===== src/rtl/instr_fetch.sv =====
// Instruction fetch stage: issues in-order imem reads for pc_i, pairs each
// response with its PC in a DEPTH-slot queue and hands pairs to decode.
module instr_fetch #(
  parameter int DATA_WIDTH = 32,
  parameter int ADDR_WIDTH = 32,
  parameter int DEPTH      = 4
) (
  input  logic                  clk,
  input  logic                  rst,
  input  logic [ADDR_WIDTH-1:0] pc_i,
  input  logic                  flush,
  output logic                  pc_advance,
  output logic                  imem_req_valid,
  output logic [ADDR_WIDTH-1:0] imem_req_addr,
  input  logic                  imem_req_ready,
  input  logic                  imem_rsp_valid,
  input  logic [DATA_WIDTH-1:0] imem_rsp_data,
  output logic                  instr_valid,
  output logic [DATA_WIDTH-1:0] instr_data,
  output logic [ADDR_WIDTH-1:0] instr_pc,
  input  logic                  instr_ready
);
  localparam int PW = $clog2(DEPTH);
  localparam int CW = PW + 1;
  localparam logic [CW:0] DEPTH_C = (CW+1)'(DEPTH);

  logic [ADDR_WIDTH-1:0] pc_q   [DEPTH];
  logic [DATA_WIDTH-1:0] data_q [DEPTH];
  logic [DEPTH-1:0]      filled_q, filled_d;
  logic [PW-1:0]         alloc_q, alloc_d, fill_q, fill_d, head_q, head_d;
  logic [CW-1:0]         count_q, count_d;
  // inflight_q: current-path requests accepted but not yet answered
  logic [CW-1:0]         inflight_q, inflight_d;
  logic [CW-1:0]         discard_q, discard_d;
  logic [CW-1:0]         stale_total;
  logic                  issue, fill, pop;

  // Issue gating uses registered occupancy only, so memory/decode handshakes never reach req_valid
  assign imem_req_valid = !rst && !flush && (({1'b0, count_q} + {1'b0, discard_q}) < DEPTH_C);
  assign imem_req_addr  = pc_i;
  assign pc_advance     = imem_req_valid && imem_req_ready;
  assign instr_valid    = !rst && !flush && filled_q[head_q];
  assign instr_data     = data_q[head_q];
  assign instr_pc       = pc_q[head_q];

  assign issue       = pc_advance;
  assign pop         = instr_valid && instr_ready;
  assign fill        = imem_rsp_valid && !flush && (discard_q == CW'(0));
  assign stale_total = discard_q + inflight_q;

  always_comb begin
    filled_d   = filled_q;
    alloc_d    = alloc_q;
    fill_d     = fill_q;
    head_d     = head_q;
    count_d    = count_q;
    inflight_d = inflight_q;
    discard_d  = discard_q;
    if (flush) begin
      filled_d   = '0;
      alloc_d    = '0;
      fill_d     = '0;
      head_d     = '0;
      count_d    = '0;
      inflight_d = '0;
      if (imem_rsp_valid && (stale_total != CW'(0))) begin
        discard_d = stale_total - CW'(1);
      end else begin
        discard_d = stale_total;
      end
    end else begin
      if (issue) begin
        filled_d[alloc_q] = 1'b0;
        alloc_d           = alloc_q + PW'(1);
      end
      if (imem_rsp_valid && (discard_q != CW'(0))) begin
        discard_d = discard_q - CW'(1);
      end else if (fill) begin
        filled_d[fill_q] = 1'b1;
        fill_d           = fill_q + PW'(1);
      end
      if (pop) begin
        filled_d[head_q] = 1'b0;
        head_d           = head_q + PW'(1);
      end
      count_d    = count_q + CW'(issue) - CW'(pop);
      inflight_d = inflight_q + CW'(issue) - CW'(fill);
    end
  end

  always_ff @(posedge clk) begin
    if (rst) begin
      filled_q   <= '0;
      alloc_q    <= '0;
      fill_q     <= '0;
      head_q     <= '0;
      count_q    <= '0;
      inflight_q <= '0;
      discard_q  <= '0;
      for (int i = 0; i < DEPTH; i++) begin
        pc_q[i]   <= '0;
        data_q[i] <= '0;
      end
    end else begin
      filled_q   <= filled_d;
      alloc_q    <= alloc_d;
      fill_q     <= fill_d;
      head_q     <= head_d;
      count_q    <= count_d;
      inflight_q <= inflight_d;
      discard_q  <= discard_d;
      if (issue) begin
        pc_q[alloc_q] <= pc_i;
      end
      if (fill) begin
        data_q[fill_q] <= imem_rsp_data;
      end
    end
  end
endmodule


===== config.mk =====
export PLATFORM = sky130hd
export DESIGN_NAME = instr_fetch
export DESIGN_NICKNAME = d
export VERILOG_FILES = /design/src/rtl/instr_fetch.sv
export SDC_FILE = /design/constraint.sdc
export NUM_CORES = 1
export LEC_CHECK = 0
export ABC_AREA = 1
export CORE_UTILIZATION = 45
export DETAILED_ROUTE_END_ITERATION = 6
export GPL_TIMING_DRIVEN = 0
export HOLD_SLACK_MARGIN = 0.12
export PLACE_DENSITY = 0.73
export SYNTH_ARGS = -nofsm -noshare
export SYNTH_HDL_FRONTEND = slang
export SYNTH_SLANG_ARGS = --single-unit

===== constraint.sdc =====
create_clock -name clk -period 4.2 [get_ports clk]
set_input_delay 0.84 -clock clk [delete_from_list [all_inputs] [get_ports clk]]
set_output_delay 0.84 -clock clk [all_outputs]
set_load 0.005 [all_outputs]

==> run metrics, run 1 <==
run status complete, no violations; layout cells sized above 1 7.54%; TritonCTS Buffers 28; First-pass DRT Iterations 5; Yosys reg bits 277; Vias per Instance 5.19; startpoint types register; final setup violation count 0; cell taking the most area after synthesis edfxtp_1; Comb power frac 10.0%; IO Pins 169; initial DRC count 853; top cells by area, synth edfxtp_1 61%, nor2_1 12%, o21ai_0 5.5%; Die Area 28500 um^2; CTS Hold Bufs 0; class of the tightest hold or removal check reg2reg; diode count 0; Final GP Congestion 0.837; Hold Fails Final Rpt 0; sw frac 22.2%; I/O Buffers 168; fraction of the yosys area taken by sequential cells 64.8%; Die Y 169 um; Post-Synthesis Cells 1210; # resized after CTS 1; Max transition margin 37.3%; switching power 1.40 mW; Overall Global Routing Usage 22.2%; # clock sinks 277; NumNets Final 1507; leakage 6.29 nW; top cells by count, synth 405 x nor2_1, 256 x edfxtp_1, 137 x o21ai_0, 106 x inv_1, 64 x o22ai_1; DP Wirelength 20.6 mm; postcts setup bufs 0; Fmax 247 MHz; Syn Area/Cell 10.3 um^2; number of global-route vias before repair 9188; clock slew seen by the registers of the worst setup and hold paths 0.06 ns; Post-Route WL 31.6 mm; largest net degree at the start of global routing 33; Setup Skew 0.0139 ns; sequential share of power 51.2%; Post-synth EDFFs 256; clock root buffer master clkbuf_16; Max clock buf depth 3; overflow left after global routing 0; VDD IR max 0.264 mV; met3 usage in global routing 2.53%; Die Width 169 um; Filler Cells Inserted 2247; Core Util, Final 57.9%; synthesized area 12500 um^2; Starting Density 46.2%; final hold slack 0.497 ns; row count 60; Max-Cap Viols 0; crit share post-route 96.3%; most numerous cell in the Yosys netlist nor2_1; Pwr Density 401 nW/um^2; residual DRC count 0; H-tree depth 1; Crit path required time 3.36 ns; first-pass GRT wire length 48.7 mm; RSZ-0062 raised after global routing no; core area 27100 um^2; DR WL/cell 17.5 um; DP Area 14800 um^2; GRT busiest layer met2; Slew @ Worst Pin 0.938 ns; via count 9356; Worst-Skew Late Latency 0.54 ns; critical path type reg2out; total power draw 6.30 mW; Critical Path AT 3.20 ns; met2 track demand over resource 37.6%; ys flop type edfxtp_1; CTS tree done; Reg2Reg Setup Slack 1.08 ns; initial antenna violation count 0; Synth Warn # 0; Detail Route Antenna Nets 0; Slew Limit Fails 0; Area growth, synth to finish 25.4%; Yosys cell types 29; post-route cell area 15700 um^2; share of synthesized flip-flops with an asynchronous set or reset 0%; Synth Net Count 1306; CP max FO 10; Clock power frac 38.8%; GRT met1 Usage 30.1%; crit end category output pin; post-synth top area share 61.4%; min cycle time layout 4.04 ns; P_int 4.90 mW
## per-layer routing
layer  up-vias  part of all wire [%]
li1       4463                     -
met1      4466                    42
met2       378                    49
met3        49                   6.6
met4         0                   2.3
met5         -                     0
## registers in the layout, summed over array words and instances (netlist names), named ones only
register and flops:
inflight_q 3, data_q 128, alloc_q 2, filled_q 4, head_q 2, discard_q 3
fill_q 2, pc_q 128, count_q 3
## cells in the final DEF, fill, tap and decap left out, drive strengths merged, types with 3 or more instances in the layout
cell,n
nor3,5
nand4,5
xnor2,3
inv,108
a21oi,12
ha,23
o22ai,64
dfxtp,21
fa,3
nand2,41
clkinv,12
clkbuf,94
edfxtp,256
nor2,408
xor2,3
buf,47
bufinv,3
nand3,15
clkdlybuf4s50,168
o21ai,137
## final timing paths
path | end | depth (start not counted) | start
worst max-delay path | instr_data[25] | 7 | register
worst min-delay path | filled_q[0] | 2 | filled_q[0]
worst max register to register | data_q[0][4] | 11 | discard_q[0]
worst min register to register | filled_q[0] | 2 | filled_q[0]
## per-stage QoR
stage | setup WS [ns] | setup TNS (ns) | instances
final | 0.155 | 0 | 1804
after global routing | 0.0389 | 0 | 1804
after CTS | 0.0746 | 0 | 1804
after detailed placement | 0.277 | 0 | 1753
after global placement | -2.24 | -127.56 | 1750
after floorplan | 0.155 | 0 | 1210
## power groups by stage
stage / Clock (mW) / Sequential [mW] / Combinational [mW]
floorplan: 0 / 3.26 / 0.308
global placement: 0 / 3.28 / 0.603
detailed placement: 0 / 3.28 / 0.632
CTS: 2.46 / 3.22 / 0.637
global route: 2.57 / 3.23 / 0.697
finish: 2.44 / 3.22 / 0.631
## cell families after synthesis
logic type      after synthesis  share of synthesized area [%]
simple gates                476                           15.1
compound gates              214                           9.22
xor+xnor                      6                          0.420
buf+inv                     211                           7.74
flops                       277                           64.8
fa+ha+maj                    26                           2.78
## area by class of cell
| type | count | area [um^2] | area share, % |
|---|---|---|---|
| buffer | 101 | 564 | 3.60 |
| clock buffer | 37 | 756 | 4.82 |
| clock inverter | 14 | 139 | 0.885 |
| inverter | 110 | 413 | 2.63 |
| multi-input combinational | 722 | 3480 | 22.2 |
| sequential | 277 | 8110 | 51.7 |
| tap | 372 | 465 | 2.97 |
| timing repair buffer | 171 | 1760 | 11.2 |
## critical path, stage by stage, from the launching register on
cell	delay [ns]
dfxtp_1	0.31
clkbuf_1	0.28
inv_1	0.14
clkbuf_1	0.44
buf_1	0.50
nor2_1	0.10
o22ai_1	0.32
clkdlybuf4s50_1	0.58
Note: power is estimated with default switching activity, not from simulation.
==> run 2: changes to the inputs <==
==> constraint.sdc (replaced) <==
create_clock -name clk -period 3.5 [get_ports clk]
set_input_delay 0.7 -clock clk [delete_from_list [all_inputs] [get_ports clk]]
set_output_delay 0.7 -clock clk [all_outputs]
set_load 0.005 [all_outputs]
==> run metrics, run 2 (synthesis gave the netlist of run 1 again) <==
Max transition margin 38.0%; kind of cell adding the most delay to the critical path buffers and inverters; number of global-route vias before repair 9331; Die Width 169 um; crit share post-route 98.1%; Starting Density 46.2%; critical path type reg2out; residual DRC count 0; Setup Skew 0.0118 ns; setup slack after layout 0.0675 ns; setup TNS 0 ns; overflow left after global routing 0; Worst-Skew Late Latency 0.54 ns; critical path's largest stage delay 0.56 ns; Filler Cells Inserted 2277; crit-path cells clkbuf_2 > clkbuf_1 > o21ai_0 > o22ai_1 > clkdlybuf4s50_1; Fmax 291 MHz; final hold slack 0.497 ns; diode count 0; Area growth, synth to finish 25.6%; Crit path required time 2.80 ns; via count 9468; clock slew seen by the registers of the worst setup and hold paths 0.06 ns; leakage 6.35 nW; row count 60; NumNets Final 1509; run status complete, no violations; Pwr Density 480 nW/um^2; class of the tightest hold or removal check reg2reg; Max-Cap Viols 0; largest net degree at the start of global routing 33; Vias per Instance 5.24; most common cell after layout, fill and taps aside nor2_1; initial antenna violation count 0; commonest non-fill, non-tap cells in the layout 405 x nor2_1, 256 x edfxtp_1, 167 x clkdlybuf4s50_1; Final GP Congestion 0.830; Die Area 28500 um^2; min cycle time layout 3.43 ns; CP max FO 10; crit end category output pin; I/O Buffers 168; Max clock buf depth 3; CTS tree done; Post-Route WL 31.7 mm; Critical Path AT 2.73 ns; Overall Global Routing Usage 22.2%; core area 27100 um^2; CTS Hold Bufs 0; DP Wirelength 21.1 mm; final setup violation count 0; layout cells sized above 1 8.64%; registers with the most flip-flops data_q: 128 flops, pc_q: 128 flops, filled_q: 4 flops; pre-CTS setup slack -0.242 ns; Crit-path slowest cell clkbuf_1; Hold Fails Final Rpt 0; initial DRC count 854; First-pass DRT Iterations 5; IO Pins 169; # clock sinks 277; Die Y 169 um; DR WL/cell 17.5 um; Slew @ Worst Pin 0.926 ns; VDD IR max 0.304 mV; startpoint types register; H-tree depth 1; Slew Limit Fails 0; total power draw 7.54 mW; clock root buffer master clkbuf_16; RSZ-0062 raised after global routing no; CP Buf/Inv Count 3; Detail Route Antenna Nets 0; TritonCTS Buffers 28; first-pass GRT wire length 49.1 mm
[run 2: worst reg2reg max path: cells and delay by family (launching register included)]
family                     cells  cell delay (ns)
and+or+nand+nor                6             1.26
adders and majority gates      1             0.18
DFF                            1             0.43
buffers and inverters          4             0.72
[run 2: repair_timing]
| action | 4_1_cts | 5_1_grt |
|---|---|---|
| endpoints found under the setup margin | 64 | 9 |
| pin swaps | 0 | 1 |
| resized for setup | 20 | 10 |
| setup buffers | 0 | 2 |
[run 2: worst paths after layout]
check | from | endpoint | slack, ns | cells past startpoint
setup / recovery | register | instr_pc[1] | 0.07 | 5
hold / removal | filled_q[1] | filled_q[1] | 0.50 | 2
setup reg to reg | discard_q[1] | data_q[0][4] | 0.44 | 11
hold reg to reg | filled_q[1] | filled_q[1] | 0.50 | 2
[run 2: area by class of cell]
| type | instances | area [um^2] | share of cell area (%) |
|---|---|---|---|
| clock buffer | 48 | 847 | 5.39 |
| timing repair buffer | 173 | 1770 | 11.3 |
| buffer | 101 | 589 | 3.75 |
| multi-input combinational | 722 | 3490 | 22.2 |
| sequential | 277 | 8110 | 51.6 |
| inverter | 110 | 413 | 2.63 |
| tap | 372 | 465 | 2.96 |
| clock inverter | 4 | 43.8 | 0.279 |
[run 2: report_power, final]
part	switching (mW)	internal, mW	leakage (nW)	total, mW
combinational	0.412	0.346	3.09	0.758
clock	1.21	1.70	0.433	2.92
sequential	0.0611	3.80	2.82	3.87
[run 2: layer usage]
layer	GRT usage, %	share of wire [%]
met1	29.5	40
met3	2.88	7.4
met5	0	0
met2	37.7	50
met4	7.71	2.6
[run 2: per-stage QoR]
stage | cell area (um^2) | instances | utilization, %
finish | 15700 | 1807 | 58.0
global route | 15700 | 1807 | 58.0
CTS | 15700 | 1805 | 57.9
detailed placement | 14800 | 1753 | 54.5
global placement | 14700 | 1750 | 54.1
floorplan | 12500 | 1210 | -
==> run 3: changes to the inputs <==
--- a/config.mk
+++ b/config.mk
@@ -7,7 +7,9 @@
 export LEC_CHECK = 0
 export ABC_AREA = 1
 export CORE_UTILIZATION = 45
+export CTS_CLUSTER_DIAMETER = 200
 export DETAILED_ROUTE_END_ITERATION = 6
+export GPL_ROUTABILITY_DRIVEN = 1
 export GPL_TIMING_DRIVEN = 0
 export HOLD_SLACK_MARGIN = 0.12
 export PLACE_DENSITY = 0.73
==> results of run 3 <==
Final layout, timing and power as in run 2 (identical DEF).
